--- src/rtl/oam_dma_t.sv ---
// OAM DMA controller and CPU/DMA memory-bus arbiter.
// Passes CPU accesses through when idle; copies a 256-byte page to the OAM data port when triggered.
module oam_dma_t #(
  parameter logic [15:0] DMA_TRIG_ADDR = 16'h4014,
  parameter logic [15:0] OAM_DATA_ADDR = 16'h2004
) (
  input  logic        clk_i,
  input  logic        rstn_i,
  input  logic [15:0] cpu_mem_addr_i,
  input  logic        cpu_mem_we_i,
  input  logic [7:0]  cpu_mem_wdata_i,
  input  logic [7:0]  mem_rdata_i,
  output logic [15:0] mem_addr_o,
  output logic        mem_we_o,
  output logic [7:0]  mem_wdata_o,
  output logic        cpu_stall_o,
  output logic        dma_busy_o
);

  typedef enum logic [2:0] {
    IDLE  = 3'd0,
    HALT  = 3'd1,
    ALIGN = 3'd2,
    READ  = 3'd3,
    WRITE = 3'd4
  } state_t;

  state_t     state_q, state_d;
  logic       par_q;
  logic [7:0] page_q;
  logic [7:0] cnt_q;
  logic [7:0] data_q;
  logic       trig;

  // Only a write seen while idle can start a transfer; retriggers mid-copy are dropped.
  assign trig = (state_q == IDLE) && cpu_mem_we_i && (cpu_mem_addr_i == DMA_TRIG_ADDR);

  always_ff @(posedge clk_i or negedge rstn_i) begin
    if (!rstn_i) begin
      state_q <= IDLE;
      par_q   <= 1'b0;
      page_q  <= 8'h00;
      cnt_q   <= 8'h00;
      data_q  <= 8'h00;
    end else begin
      state_q <= state_d;
      par_q   <= ~par_q;
      if (trig) begin
        page_q <= cpu_mem_wdata_i;
        cnt_q  <= 8'h00;
      end
      if (state_q == READ) begin
        data_q <= mem_rdata_i;
      end
      if (state_q == WRITE) begin
        cnt_q <= cnt_q + 8'h01;
      end
    end
  end

  always_comb begin
    state_d     = state_q;
    mem_addr_o  = cpu_mem_addr_i;
    mem_we_o    = cpu_mem_we_i;
    mem_wdata_o = cpu_mem_wdata_i;
    case (state_q)
      IDLE: begin
        if (trig) state_d = HALT;
      end
      HALT: begin
        mem_we_o    = 1'b0;
        mem_wdata_o = 8'h00;
        // A put cycle now means the next cycle is a get cycle, so no alignment slot is needed.
        state_d     = par_q ? READ : ALIGN;
      end
      ALIGN: begin
        mem_we_o    = 1'b0;
        mem_wdata_o = 8'h00;
        state_d     = READ;
      end
      READ: begin
        mem_addr_o  = {page_q, cnt_q};
        mem_we_o    = 1'b0;
        mem_wdata_o = 8'h00;
        state_d     = WRITE;
      end
      WRITE: begin
        mem_addr_o  = OAM_DATA_ADDR;
        mem_we_o    = 1'b1;
        mem_wdata_o = data_q;
        state_d     = (cnt_q == 8'hFF) ? IDLE : READ;
      end
      default: state_d = IDLE;
    endcase
  end

  assign dma_busy_o  = (state_q != IDLE);
  assign cpu_stall_o = dma_busy_o;

endmodule

--- config.mk ---
export PLATFORM = sky130hd
export DESIGN_NAME = oam_dma_t
export DESIGN_NICKNAME = d
export VERILOG_FILES = /design/src/rtl/oam_dma_t.sv
export SDC_FILE = /design/constraint.sdc
export NUM_CORES = 1
export LEC_CHECK = 0
export ABC_AREA = 0
export CAP_MARGIN = 20
export CORE_UTILIZATION = 44
export CTS_BUF_LIST = sky130_fd_sc_hd__clkbuf_16
export CTS_CLUSTER_DIAMETER = 40
export CTS_CLUSTER_SIZE = 20
export DETAILED_ROUTE_END_ITERATION = 10
export PLACE_DENSITY = 0.82
export SLEW_MARGIN = 20
export SYNTH_ARGS = -nofsm -noshare
export SYNTH_HDL_FRONTEND = slang
export SYNTH_SLANG_ARGS = --single-unit
--- constraint.sdc ---
create_clock -name clk_i -period 2.4 [get_ports clk_i]
set_input_delay 0.48 -clock clk_i [delete_from_list [all_inputs] [get_ports clk_i]]
set_output_delay 0.48 -clock clk_i [all_outputs]
set_load 0.02 [all_outputs]
==> impl_metrics.json, run 1 <==
{
  "status": "finished, violations left",
  "violations": "DRC",
  "p_int_w": 0.00172,
  "p_sw_share_pct": 40.9,
  "start_util_pct": 46.2,
  "tns_ns": 0,
  "root_buffer": "clkbuf_16",
  "path_delay_family": "buffers and inverters",
  "crit_chain": "buf_4 > or3_4 > clkdlybuf4s50_1",
  "crit_slowest_cell": "clkdlybuf4s50_1",
  "netlist_instances": 162,
  "grt_start_max_net_pins": 29,
  "p_sw_w": 0.00119,
  "final_cells": 281,
  "syn_area_um2": 1690,
  "h-tree-depth": 1,
  "seqPwrFrac_pct": 27.6,
  "critical_path.endpoint": "cpu_stall_o",
  "die_x_um": 64.0,
  "skew_ns": 0.00239,
  "min_period_ns": 2.30,
  "fin_nets": 270,
  "pin_count": 62,
  "ff2ff_path_depth": 5,
  "area_delta_synth_final_pct": 47.6,
  "vias": 1524,
  "post-route-util_pct": 68.2,
  "setup_ws_ns": 0.0959,
  "fp-row-count": 22,
  "slew_headroom_pct": 74.9,
  "die_h_um": 64.0,
  "n_fill_cell": 309,
  "ys.flop_type": "dfrtp_1",
  "drive_above_1_share_pct": 23.6,
  "period_share_pct": 96.0,
  "dp_cells": 276,
  "yosys-top-cells-area": "dfrtp_1 41%, mux2_2 13%, a22o_1 7.2%",
  "postCtsHoldBufs": 0,
  "post-place-ws_ns": 0.0255,
  "synth_area_per_cell_um2": 10.4,
  "synth_edf_count": 0,
  "drt_iter0_drc": 33,
  "leakagePower_nw": 1.15,
  "slowest_delay_ns": 0.55,
  "core_um2": 3660,
  "path_depth": 3,
  "worstMarginPinSlew_ns": 0.372,
  "routabilityCongestion": 0.812,
  "clk_path_buf_depth": 2,
  "cts_tree": "yes",
  "vias_per_cell": 5.42,
  "r2r-start": "state_q[0]",
  "critPathRequiredTime_ns": 1.92,
  "r2r_end": "page_q[0]",
  "rsz0062_at_grt": "false",
  "synthMostInstantiatedCell": "dfrtp_1",
  "clock_latency_ns": 0.26,
  "grt_usage_pct": 22.1,
  "die_area_um2": 4100,
  "setup_viol": 0,
  "final_hold_viol_count": 0,
  "power_density_nw_per_um2": 1160,
  "critPathKind": "reg2out",
  "ys_ff_latch": 28,
  "synth_top_cells_by_count": "28 x dfrtp_1, 26 x nand2_1, 20 x mux2_2",
  "reg2reg_slack_ns": 0.43,
  "ys_warn_count": 0,
  "startpoint": "state_q[0]",
  "first_global_vias": 1522,
  "wl_per_cell_um": 14.6,
  "arrival_ns": 1.82,
  "max_cap_violations": 0,
  "worstSetupStartpointType": "flop",
  "diodes": 0,
  "power_w": 0.00290,
  "ys_seq_area_share_pct": 41.4,
  "irDropWorstVdd_v": 0.000625,
  "path_clk_slew_ns": 0.07,
  "dp_hpwl_um": 3170,
  "route.detailed.drc": 1,
  "power_frac_comb_pct": 59.4,
  "synth_top_area_cell": "dfrtp_1",
  "syn_nets": 198,
  "routed_wl_um": 4110,
  "port_buffers": 61,
  "hp-class": "reg2reg",
  "yosysUniqueCellTypes": 43,
  "cts_buffers": 3,
  "worstPathMaxFanout": 4,
  "worst_setup_path_end_kind": "output pin",
  "antenna_found_initial": 0,
  "fmax_mhz": 434,
  "drtAntennaViolNets": 0,
  "slew_viol_final": 0,
  "clkPwrFrac_pct": 13.0,
  "synth_top_area_share_pct": 41.4,
  "grt_pass1_wl_um": 6940,
  "critPathBufInv": 2,
  "async_flop_share_pct": 100,
  "first_pass_iters": 8,
  "clock_sinks": 28,
  "overflow": 0
}
sequential cells by signal, indices dropped and copies added, names as in the netlist:
register	cells
page_q	8
cnt_q	8
par_q	1
data_q	8
state_q	3
logic make-up after synthesis:
kind of cell / Yosys count / share of synthesized area [%]
adder cells (fa/ha/maj): 2 / 1.33
XOR/XNOR: 3 / 1.55
buffers and inverters: 12 / 4.59
AND/OR/NAND/NOR: 55 / 18.6
flip-flops: 28 / 41.4
multiplexers: 25 / 17.5
AO/OA/AOI/OAI: 37 / 15.1
stage by stage:
stage          area (um2)  hold WS (ns)
2_1_floorplan        1690         0.184
3_3_place_gp         2420         0.410
3_5_place_dp         2420         0.419
4_1_cts              2480         0.430
5_1_grt              2500         0.456
6_report             2500         0.422
how the worst min path moves through the flow:
stage	from	to	depth (start not counted)	slack, ns
after floorplan	rstn_i	cnt_q[0]	0	0.18
after global placement	par_q	par_q	1	0.41
after detailed placement	par_q	par_q	1	0.42
after CTS	par_q	par_q	1	0.43
after global routing	par_q	par_q	1	0.46
final	par_q	par_q	1	0.42
power groups by stage:
stage / registers [W] / logic (W) / clock network, W
2_1_floorplan: 0.000731 / 0.00113 / 0
3_3_place_gp: 0.000796 / 0.00181 / 0
3_5_place_dp: 0.000801 / 0.00184 / 0
4_1_cts: 0.000803 / 0.00171 / 0.000387
5_1_grt: 0.000825 / 0.00186 / 0.000410
6_report: 0.000802 / 0.00172 / 0.000378
layer usage:
metal | GRT usage, % | wire (um)
met1 | 27.1 | 1820
met3 | 5.18 | 270
met5 | 0 | 0
met2 | 37.5 | 1950
met4 | 7.95 | 78
cell usage in the layout, fill, tap and decap left out, types with 2 or more instances in the layout:
cell type / count
mux2_4: 4
nor2_2: 2
o211ai_1: 3
mux2_2: 20
nor3_1: 2
nor2b_1: 2
clkdlybuf4s50_1: 37
nand3_1: 2
clkdlybuf4s15_1: 4
o21ai_0: 13
dfrtp_2: 3
a22o_1: 14
and3_1: 2
nor2_1: 6
nand2_1: 26
xor2_1: 2
o21ai_1: 2
nand4_1: 2
dfrtp_1: 25
clkbuf_16: 3
buf_4: 16
dlygate4sd2_1: 19
what timing repair did:
action,in CTS,in global routing
buffers inserted,0,1
gates resized for setup,26,6
endpoints found under the hold margin,0,0
setup endpoints to repair,24,5
worst register-to-register path, stage by stage, from the launching register on:
cell and delay (ns):
dfrtp_2 0.44, buf_4 0.16, or3_4 0.41, nand4b_4 0.25, nor2_8 0.23, mux2_2 0.36
area by class of cell:
type | count | area (um2) | share of cell area, %
tap | 48 | 60.1 | 2.41
clock inverter | 1 | 3.75 | 0.150
clock buffer | 3 | 75.1 | 3.01
multi-input combinational | 122 | 920 | 36.8
sequential | 28 | 704 | 28.2
timing repair buffer | 78 | 729 | 29.2
inverter | 1 | 3.75 | 0.150
No activity file was read; power rests on OpenSTA's default activity.
==> run 2: changes to the inputs <==
==> constraint.sdc (replaced) <==
create_clock -name clk_i -period 2.4 [get_ports clk_i]
set_input_delay 0.6 -clock clk_i [delete_from_list [all_inputs] [get_ports clk_i]]
set_output_delay 0.6 -clock clk_i [all_outputs]
set_load 0.02 [all_outputs]
==> run 2 against run 1 <==
Effect of this change: the run now ends clean; total power down 0.26%; global-route usage up 0.17 points; sequential share of layout area down 0.60 points; count of clock-buffer cells in the layout unchanged; sequential cell count unchanged; combinational power about the same; critical path depth up 3; sequential power up 2%; final cell count up 3.9%; critical endpoint is now mem_addr_o[6]; largest power group unchanged.
==> impl_metrics.json, run 2 (same netlist as run 1, synthesis figures left out) <==
{
  "status": "complete, no violations",
  "ff2ff_path_depth": 5,
  "post-route-cell-area_um2": 2550,
  "first_global_vias": 1533,
  "antenna_found_initial": 0,
  "slew_headroom_pct": 75.9,
  "routabilityCongestion": 0.836,
  "drt_iter0_drc": 63,
  "root_buffer": "clkbuf_16",
  "port_buffers": 61,
  "worst_setup_path_end_kind": "output pin",
  "skew_ns": 0.00395,
  "startpoint": "state_q[1]",
  "grt_pass1_wl_um": 7080,
  "clock_sinks": 28,
  "layout_commonest_cell": "clkdlybuf4s50_1",
  "wl_per_cell_um": 14.7,
  "first_pass_iters": 6,
  "overflow": 0,
  "crit_slowest_cell": "dfrtp_2",
  "period_share_pct": 97.7,
  "leakagePower_nw": 1.19,
  "path_clk_slew_ns": 0.07,
  "critPathKind": "reg2out",
  "grt_usage_pct": 22.2,
  "post_dp_cell_area_um2": 2500,
  "crit_chain": "nand2_1 > nor2_4 > nor2_1 > buf_4 > a22o_1 > dlygate4sd2_1",
  "drive_above_1_share_pct": 30.3,
  "hp-class": "reg2reg",
  "diodes": 0,
  "slowest_delay_ns": 0.47,
  "setup_viol": 0,
  "fmax_mhz": 426,
  "dp_hpwl_um": 3250,
  "min_period_ns": 2.35,
  "drtAntennaViolNets": 0,
  "arrival_ns": 1.75,
  "final_cell_mix": "34 x clkdlybuf4s50_1, 27 x buf_4, 26 x nand2_1, 25 x dfrtp_1, 20 x mux2_2",
  "start_util_pct": 46.2,
  "route.detailed.drc": 0,
  "worstSetupStartpointType": "flop",
  "max_cap_violations": 0,
  "worstPathMaxFanout": 9,
  "vias": 1573,
  "tns_ns": 0,
  "reg2reg_slack_ns": 0.45,
  "holdWs_ns": 0.423,
  "critPathRequiredTime_ns": 1.80,
  "power_density_nw_per_um2": 1140,
  "final_hold_viol_count": 0,
  "clock_latency_ns": 0.26,
  "post-route-util_pct": 69.7,
  "die_x_um": 64.0,
  "fp-row-count": 22,
  "worstMarginPinSlew_ns": 0.362,
  "top_regs": "cnt_q: 8 flops, data_q: 8 flops, page_q: 8 flops",
  "routed_wl_um": 4280,
  "fin_nets": 281,
  "area_delta_synth_final_pct": 50.7,
  "die_area_um2": 4100,
  "slew_viol_final": 0,
  "vias_per_cell": 5.39,
  "postCtsHoldBufs": 0,
  "die_h_um": 64.0,
  "pin_count": 62,
  "r2r_end": "page_q[0]",
  "critical_path.endpoint": "mem_addr_o[6]",
  "irDropWorstVdd_v": 0.000750,
  "cts_buffers": 3,
  "r2r-start": "state_q[0]",
  "clk_path_buf_depth": 2,
  "hold_path_startpoint": "par_q",
  "power_w": 0.00290,
  "cts_tree": "yes",
  "core_um2": 3660,
  "h-tree-depth": 1,
  "grt_start_max_net_pins": 29
}
run 2: cell types whose count changed in the layout (fill, tap and decap cells not counted):
| cell | delta |
|---|---|
| clkdlybuf4s50_1 | -3 |
| buf_2 | +3 |
| dlygate4sd2_1 | -3 |
| clkdlybuf4s15_1 | -1 |
| dlymetal6s2s_1 | -1 |
| buf_4 | +11 |
| nor2_2 | -2 |
| nor2_4 | +2 |
| clkbuf_2 | +5 |
run 2: power by group:
| group | total (W) | leakage [nW] | switching (W) | internal [W] |
|---|---|---|---|---|
| sequential | 0.000818 | 0.338 | 0.000181 | 0.000638 |
| clock | 0.000382 | 0.0385 | 0.000158 | 0.000223 |
| combinational | 0.00170 | 0.813 | 0.000875 | 0.000822 |
run 2: worst min path at each step:
stage                    end  slack (ns)  cells after the start
floorplan           cnt_q[0]        0.30                      0
global route           par_q        0.45                      1
detailed placement     par_q        0.42                      1
CTS                    par_q        0.43                      1
global placement       par_q        0.41                      1
finish                 par_q        0.42                      1
run 2: metal layers:
layer | part of all wire (%) | global-route usage [%] | vias to the layer above
met5 | 0 | 0 | -
met4 | 0.37 | 5.11 | 0
met3 | 7.7 | 6.61 | 2
met2 | 51 | 38.7 | 59
met1 | 41 | 26.8 | 757
li1 | - | - | 755
run 2: stage by stage:
stage | std cells | setup WS, ns
floorplan | 162 | 0.198
global placement | 287 | -0.190
detailed placement | 287 | -0.218
CTS | 291 | -0.0301
global route | 292 | -0.0238
finish | 292 | 0.0549
run 2: worst max-delay path, delay by kind of cell, from the launching register on:
| family | cells | cell delay (ns) |
|---|---|---|
| DFF | 1 | 0.47 |
| buffers and inverters | 2 | 0.54 |
| and+or+nand+nor | 3 | 0.34 |
| AOI/OAI and AO/OA | 1 | 0.14 |
run 2: repair_timing:
action	CTS	global route
buffers inserted	0	1
pin swaps	0	1
cloned	0	0
endpoints found under the setup margin	27	17
resized for setup	45	18
run 2: area by class of cell:
type	instances	area [um2]
well taps	48	60.1
fillers	294	1110
flip-flops and latches	28	704
clock inverters	1	3.75
inverters	1	3.75
clock buffers	3	75.1
multi-input cells	122	930
repair buffers	89	773
